===== src/rtl/ssp_rx_deframer.sv =====
// SSP receive deframer: generates ssp_clk/ssp_frame as master, shifts in ssp_dout MSB-first
// and queues completed words in a show-ahead FIFO with a valid/ready interface.
module ssp_rx_deframer #(
   parameter int CLK_DIV    = 8,
   parameter int WORD_BITS  = 8,
   parameter int FIFO_DEPTH = 4
) (
   input  logic                          ck_1356meg,
   input  logic                          reset,
   input  logic                          en,
   input  logic                          ssp_dout,
   output logic                          ssp_clk,
   output logic                          ssp_frame,
   output logic [WORD_BITS-1:0]          rx_data,
   output logic                          rx_valid,
   input  logic                          rx_ready,
   output logic [$clog2(FIFO_DEPTH):0]   fifo_level,
   output logic                          busy
);

   localparam int DIV_W = $clog2(CLK_DIV);
   localparam int BIT_W = $clog2(WORD_BITS);
   localparam int PTR_W = $clog2(FIFO_DEPTH);
   localparam int LVL_W = PTR_W + 1;

   localparam logic [DIV_W-1:0] DIV_LAST = DIV_W'(CLK_DIV - 1);
   localparam logic [DIV_W-1:0] DIV_HALF = DIV_W'(CLK_DIV / 2);
   localparam logic [BIT_W-1:0] BIT_LAST = BIT_W'(WORD_BITS - 1);
   localparam logic [LVL_W-1:0] LVL_FULL = LVL_W'(FIFO_DEPTH);

   typedef enum logic [1:0] {IDLE = 2'd0, FRAME = 2'd1, SHIFT = 2'd2} state_t;

   state_t                 state_q, state_d;
   logic [DIV_W-1:0]       div_cnt_q, div_cnt_d;
   logic [BIT_W-1:0]       bit_cnt_q, bit_cnt_d;
   logic [WORD_BITS-1:0]   sr_q, sr_d;
   logic                   ssp_clk_q, ssp_clk_d;
   logic                   ssp_frame_q, ssp_frame_d;
   logic [PTR_W-1:0]       wr_ptr_q, wr_ptr_d;
   logic [PTR_W-1:0]       rd_ptr_q, rd_ptr_d;
   logic [LVL_W-1:0]       level_q, level_d;
   logic [WORD_BITS-1:0]   mem_q [FIFO_DEPTH];
   logic                   sample, push, pop;

   assign rx_valid   = (level_q != '0);
   assign rx_data    = rx_valid ? mem_q[rd_ptr_q] : '0;
   assign fifo_level = level_q;
   assign busy       = (state_q != IDLE);
   assign ssp_clk    = ssp_clk_q;
   assign ssp_frame  = ssp_frame_q;

   always_comb begin
      state_d   = state_q;
      div_cnt_d = div_cnt_q;
      bit_cnt_d = bit_cnt_q;
      sr_d      = sr_q;
      push      = 1'b0;
      pop       = rx_valid && rx_ready;
      sample    = (div_cnt_q == DIV_LAST);

      case (state_q)
         IDLE: begin
            div_cnt_d = '0;
            if (en && (level_q < LVL_FULL)) state_d = FRAME;
         end
         FRAME: begin
            div_cnt_d = sample ? '0 : div_cnt_q + DIV_W'(1);
            if (sample) begin
               state_d   = SHIFT;
               bit_cnt_d = '0;
            end
         end
         SHIFT: begin
            div_cnt_d = sample ? '0 : div_cnt_q + DIV_W'(1);
            if (sample) begin
               sr_d = {sr_q[WORD_BITS-2:0], ssp_dout};
               if (bit_cnt_q == BIT_LAST) push = 1'b1;
               else bit_cnt_d = bit_cnt_q + BIT_W'(1);
            end
         end
         default: state_d = IDLE;
      endcase

      level_d  = level_q + LVL_W'(push) - LVL_W'(pop);
      wr_ptr_d = push ? wr_ptr_q + PTR_W'(1) : wr_ptr_q;
      rd_ptr_d = pop  ? rd_ptr_q + PTR_W'(1) : rd_ptr_q;

      // Chain straight into the next frame only when a slot is guaranteed for it
      if (push) begin
         div_cnt_d = '0;
         state_d   = (en && (level_d < LVL_FULL)) ? FRAME : IDLE;
      end

      ssp_clk_d   = (state_d != IDLE) && (div_cnt_d >= DIV_HALF);
      ssp_frame_d = (state_d == FRAME);
   end

   always_ff @(posedge ck_1356meg) begin
      if (reset) begin
         state_q     <= IDLE;
         div_cnt_q   <= '0;
         bit_cnt_q   <= '0;
         ssp_clk_q   <= 1'b0;
         ssp_frame_q <= 1'b0;
         wr_ptr_q    <= '0;
         rd_ptr_q    <= '0;
         level_q     <= '0;
      end else begin
         state_q     <= state_d;
         div_cnt_q   <= div_cnt_d;
         bit_cnt_q   <= bit_cnt_d;
         ssp_clk_q   <= ssp_clk_d;
         ssp_frame_q <= ssp_frame_d;
         wr_ptr_q    <= wr_ptr_d;
         rd_ptr_q    <= rd_ptr_d;
         level_q     <= level_d;
      end
      // Data path carries no reset; rx_data is masked by rx_valid instead
      sr_q <= sr_d;
      if (push && !reset) mem_q[wr_ptr_q] <= sr_d;
   end

endmodule


===== config.mk =====
export PLATFORM = sky130hd
export DESIGN_NAME = ssp_rx_deframer
export DESIGN_NICKNAME = d
export VERILOG_FILES = /design/src/rtl/ssp_rx_deframer.sv
export SDC_FILE = /design/constraint.sdc
export NUM_CORES = 1
export LEC_CHECK = 0
export CAP_MARGIN = 25
export CORE_ASPECT_RATIO = 1.75
export CORE_MARGIN = 3
export CORE_UTILIZATION = 55
export DETAILED_ROUTE_END_ITERATION = 16
export PLACE_DENSITY = 0.78
export SLEW_MARGIN = 0
export SYNTH_ARGS = -nofsm -noshare
export SYNTH_HDL_FRONTEND = slang
export SYNTH_SLANG_ARGS = --single-unit

===== constraint.sdc =====
create_clock -name ck_1356meg -period 6.4 [get_ports ck_1356meg]
set_input_delay 1.28 -clock ck_1356meg [delete_from_list [all_inputs] [get_ports ck_1356meg]]
set_output_delay 1.28 -clock ck_1356meg [all_outputs]
set_load 0.1 [all_outputs]

==> results.ini, run 1 <==
[clock_network]
ctsResizeCount=0
cts_tree=built
clock_latency_ps=330
clk_pin_slew_ps=60
cts_hold_buf=0
clockBufferDepth=2
clockRootBuffer=clkbuf_8
cts_made_buffers=9
post-cts-setup-buffer-count=0
htree_levels=3
cts.sinks=59

[place]
post-place-ws_ps=2730
place_area_um2=2700
dp_hpwl_um=2930
io_buffers=19
dpl.cell_count=234
routabilityCongestion=0.770

[timing]
setup_violations=0
fin_ws_ps=2440
fmax_mhz=253
finalSetupTns_ps=0
tightestPinTransition_ps=980
grt_setup_unrepaired=false
fin_crit_sh_pct=61.8
max_slew_margin_pct=34.5
finalClockSkew_ps=6.63
drv_slew=0
hold_violations=0
period_minus_slack_ps=3960

[yosys]
synth_cells=173
syn_avg_cell_area_um2=14.4
synth_area_leaders=edfxtp_1, dfxtp_1, mux4_2
yosys.area.top_type_share_pct=38.6
synth_seq_cells=59
synthTopCellsByCount=edfxtp_1, dfxtp_1, ha_1
yosysWarnings=0
post-synth-top-count-cell=edfxtp_1
synth-edff-count=32
synthArstFlopShare_pct=0
yosysTopAreaCell=edfxtp_1
ys_seq_area_share_pct=60.3
synth_fp_nets=193
ys_types=38
synth_top_flop_cell=edfxtp_1
synth_area_um2=2490

[drt]
vias=1355
postRouteAntennaNets=0
drt-initial-drc-count=29
first_pass_iters=4
drc=0
postRouteWirelength_um=4030
via_per_inst=5.42
wire_per_inst_um=16.1

[final_layout]
num_antenna_cells=0
final_cells=250
area_delta_synth_final_pct=16.0
fin_util_pct=67.7
drive_gt1_share_pct=18.4
final_cell_area_um2=2890
final_nets=216

[worst_setup_path]
cp_max_fo=8
cp_slowest_cell=clkdlybuf4s50_1
path_buf_inv=1
path_cells=mux4_2, and2_1, clkdlybuf4s50_1
cp.depth=3
rr_worst_depth=11
crit_required_ps=5120
rr_startpoint=div_cnt_q[0]
cp_data_arrival_time_ps=2680
cp-start-kind=flip-flop
critPathKind=reg -> out
cp_top_family=buffers and inverters
cp-end-kind=primary output
slowest_delay_ps=960

[floorplan]
die-height_um=95.0
rows=31
ios=20
initial_core_util_pct=58.4
die_area_um2=5400
coreArea_um2=4270
die_w_um=56.9

[global_route]
grt_pass1_wl_um=6990
grt_start_max_net_pins=17
grt_use_total_pct=17.5
grt_pass1_vias=1479
antenna_found_initial=0
grt-ovfl-total=0

[run]
cap_violations=0

[power_and_ir_drop]
switchingPower_uw=380
comb_power_share_pct=29.2
p_int_uw=711
netSwitchingFraction_pct=34.8
clkPwrFrac_pct=29.9
p_leak_nw=1.15
seq_power_share_pct=40.9
powerDensity_nw_per_um2=377
ir_drop_v=0.000353

[run_status]
status=finished clean

[worst_hold_path]
hp-start=bit_cnt_q[2]
holdPathStages=2
worstHoldPathType=reg -> reg

[flip-flops by register name, indices dropped and copies added (netlist names), named ones only]
register and cells:
ssp_frame 1, ssp_clk 1, fifo_level 3, rd_ptr_q 2, div_cnt_q 3, state_q 2, wr_ptr_q 2, bit_cnt_q 3
mem_q 32, sr_q 8
[power by group through the flow]
| stage | clock network (mW) | registers [mW] | logic, mW |
|---|---|---|---|
| floorplan | 0 | 0.504 | 0.216 |
| global placement | 0 | 0.453 | 0.315 |
| detailed placement | 0 | 0.456 | 0.320 |
| CTS | 0.332 | 0.448 | 0.322 |
| global route | 0.350 | 0.451 | 0.340 |
| finish | 0.326 | 0.446 | 0.318 |
[tightest hold or removal path, delay by kind of cell, from the launching register on]
family	cells	cell delay [ps]
flops	1	310
simple gates	1	60
compound gates	1	60
[metrics by stage]
step                      power [mW]  hold slack [ps]
final                           1.09              484
after global routing            1.14              521
after CTS                       1.10              484
after detailed placement       0.776              475
after global placement         0.768              441
after floorplan                0.720              436
[placed cells by master, fill, tap and decap left out, types with 2 or more instances in the layout]
master / Yosys / final
edfxtp_1: 32 / 32
dfxtp_1: 27 / 27
clkdlybuf4s50_1: 0 / 19
ha_1: 14 / 14
and2_1: 12 / 12
nor2_1: 12 / 12
clkbuf_8: 0 / 10
inv_1: 8 / 8
mux2_2: 8 / 8
mux4_2: 8 / 8
nand2_1: 7 / 7
a21oi_1: 7 / 7
nand2b_1: 3 / 3
nor2b_1: 3 / 3
clkinv_2: 0 / 3
xnor2_1: 2 / 2
nand3b_1: 2 / 2
nand4_1: 2 / 2
[logic make-up after synthesis]
| group | count (synthesis) | synth area share, % |
|---|---|---|
| flip-flops | 59 | 60.3 |
| XOR/XNOR | 4 | 1.96 |
| AO/OA/AOI/OAI | 12 | 3.27 |
| AND/OR/NAND/NOR | 51 | 12.3 |
| buffers and inverters | 15 | 3.07 |
| multiplexers | 17 | 11.3 |
| adder cells (fa/ha/maj) | 15 | 7.84 |
[metal layers]
layer	up-vias	track usage, %	share of wire [%]
met4	0	10.4	2.4
li1	666	-	-
met5	-	0	0
met2	28	30.6	56
met3	9	4.10	3.2
met1	652	18.9	39
[area by class of cell]
cell class,instances,area (um2)
clock buffers,11,141
clock inverters,5,52.6
fillers,318,1380
inverters,8,30.0
multi-input cells,99,912
flip-flops and latches,59,1500
well taps,49,61.3
repair buffers,19,190
[final timing paths]
path | to | slack (ps)
max | rx_data[0] | 2440
min | bit_cnt_q[2] | 480
max reg2reg | state_q[0] | 3740
min reg2reg | bit_cnt_q[2] | 480
(Power assumes the default switching activity.)
==> run 2, diff against run 1 <==
==> constraint.sdc (replaced) <==
create_clock -name ck_1356meg -period 3.79 [get_ports ck_1356meg]
set_input_delay 0.758 -clock ck_1356meg [delete_from_list [all_inputs] [get_ports ck_1356meg]]
set_output_delay 0.758 -clock ck_1356meg [all_outputs]
set_load 0.1 [all_outputs]
==> run 2 against run 1 <==
Critical path depth shrank 1. Non-clock buffer count grew 1. Register-to-register slack lost 2600 ps. Combinational power grew 69%. Critical endpoint is now rx_valid.
==> results.ini, run 2 (synthesis gave the netlist of run 1 again) <==
[timing]
finalClockSkew_ps=11.1  ; +4.47 ps
tightestPinTransition_ps=979  ; -0.755 ps
holdWs_ps=459  ; -25.4 ps
fin_crit_sh_pct=76.3
grt_setup_unrepaired=false
max_slew_margin_pct=34.5  ; +0.051 points
fmax_mhz=346
hold_violations=0  ; unchanged
drv_slew=0  ; unchanged
finalSetupTns_ps=0  ; unchanged
setup_violations=0  ; unchanged
period_minus_slack_ps=2890

[final_layout]
final_cell_area_um2=2920  ; +1.1%
final-seq-area_um2=1500  ; unchanged
multi_input_area_um2=912  ; unchanged
layout_common_cells=edfxtp_1, dfxtp_1, ha_1
reg_top3=mem_q: 32 flops, sr_q: 8 flops
largest_register=mem_q
final_common_cell=edfxtp_1
fillers=316  ; -0.63%
final_nets=217  ; +0.46%
drive_gt1_share_pct=23.3  ; +4.9 points
num_antenna_cells=0  ; unchanged
area_delta_synth_final_pct=17.3
largest_reg_flops=32  ; unchanged
fin_util_pct=68.5  ; +0.76 points

[worst_setup_path]
crit_required_ps=3030  ; -2090 ps
cp-start-kind=flip-flop
slowest_delay_ps=990  ; +30 ps
rr_startpoint=div_cnt_q[0]
rr_worst_depth=11  ; unchanged
cp-end-kind=primary output
cp_slowest_cell=clkdlybuf4s50_1
cp_max_fo=11  ; +3
cp_data_arrival_time_ps=2130  ; -550 ps
path_buf_inv=1  ; unchanged
cp_top_family=buffers and inverters
critPathKind=reg -> out
r2r_setup_slack_ps=1110  ; -2630 ps
timing.rr.end=ssp_frame
path_cells=or3_4, clkdlybuf4s50_1

[power_and_ir_drop]
powerDensity_nw_per_um2=676  ; +79%
seq_power_share_pct=38.1  ; -2.8 points
total_power_mw=1.97  ; +81%
p_int_mw=1.34  ; +88%
switchingPower_uw=640  ; +69%
netSwitchingFraction_pct=32.4  ; -2.4 points
p_leak_nw=1.20  ; +4.1%
comb_power_share_pct=27.3  ; -1.9 points
ir_drop_v=0.000564  ; +60%
clkPwrFrac_pct=34.6  ; +4.7 points

[global_route]
grt_pass1_vias=1496  ; +1.1%
antenna_found_initial=0  ; unchanged
grt_use_total_pct=17.8  ; +0.34 points
grt_pass1_wl_um=7080  ; +1.3%
grt_start_max_net_pins=16  ; -1
grt-ovfl-total=0  ; unchanged

[drt]
first_pass_iters=5  ; +1
postRouteAntennaNets=0  ; unchanged
wire_per_inst_um=16.0  ; -0.87%
vias=1357  ; +0.15%
via_per_inst=5.41  ; -0.25%
drc=0  ; unchanged
drt-initial-drc-count=11  ; -62%
postRouteWirelength_um=4010  ; -0.47%

[floorplan]
die_area_um2=5400  ; unchanged
die_w_um=56.9  ; unchanged
coreArea_um2=4270  ; unchanged
initial_core_util_pct=58.4  ; unchanged
ios=20  ; unchanged
die-height_um=95.0  ; unchanged
rows=31  ; unchanged

[clock_network]
cts_hold_buf=0  ; unchanged
clk_pin_slew_ps=60  ; about the same
clock_latency_ps=330  ; about the same
cts.sinks=59  ; unchanged
clockRootBuffer=clkbuf_8
cts_tree=built
post-cts-setup-buffer-count=0  ; unchanged
cts_made_buffers=9  ; unchanged
ctsResizeCount=0  ; unchanged
clockBufferDepth=2  ; unchanged
htree_levels=3  ; unchanged

[place]
place_area_um2=2680  ; -0.56%
dp_hpwl_um=3000  ; +2.4%
io_buffers=19  ; unchanged
routabilityCongestion=0.771  ; +0.10%

[run]
cap_violations=0  ; unchanged

[worst_hold_path]
worstHoldPathType=reg -> reg
hold_end=bit_cnt_q[2]
holdPathStages=2  ; unchanged
hp-start=bit_cnt_q[2]

[run_status]
status=finished clean

## run 2: cell types whose count changed in the layout (fill, tap and decap cells not counted)
cell / delta
buf_4: +10
clkdlybuf4s50_1: -9
bufinv_16: +2
clkinv_2: -1
clkinvlp_4: -1
## run 2: layer usage
layer	track usage [%]	wire length, um
met1	17.8	1460
met2	31.9	2280
met3	5.34	170
met4	11.0	102
met5	0	0
## run 2: area by class of cell
class	count	share of cell area, %
repair buffers	20	6.00
clock buffers	11	4.84
well taps	49	2.10
inverters	8	1.03
multi-input cells	99	31.2
clock inverters	5	3.43
flip-flops and latches	59	51.4
## run 2: worst max path at each step
stage,start,end,slack [ps],depth (start not counted)
after CTS,fifo_level[2],rx_valid,850,2
after detailed placement,rx_ready,ssp_frame,850,10
final,fifo_level[2],rx_valid,900,2
after global placement,rx_ready,ssp_frame,970,10
after global routing,fifo_level[2],rx_valid,810,2
after floorplan,fifo_level[2],rx_data[0],740,3
## run 2: worst reg2reg max path: cells and delay by family (launching register included)
| kind | cells | cell delay, ps |
|---|---|---|
| fa+ha+maj | 5 | 1400 |
| flops | 1 | 360 |
| simple gates | 3 | 310 |
| xor+xnor | 1 | 250 |
| compound gates | 1 | 210 |
| buf+inv | 1 | 40 |
## run 2: power by group through the flow
stage | logic [mW] | registers [mW] | clock network [mW]
floorplan | 0.364 | 0.851 | 0
global placement | 0.529 | 0.768 | 0
detailed placement | 0.545 | 0.770 | 0
CTS | 0.548 | 0.757 | 0.699
global route | 0.575 | 0.763 | 0.728
finish | 0.539 | 0.753 | 0.683
## run 2: through the flow
| stage | setup slack (ps) | cells |
|---|---|---|
| after floorplan | 738 | 173 |
| after global placement | 972 | 235 |
| after detailed placement | 853 | 235 |
| after CTS | 854 | 251 |
| after global routing | 813 | 251 |
| final | 899 | 251 |
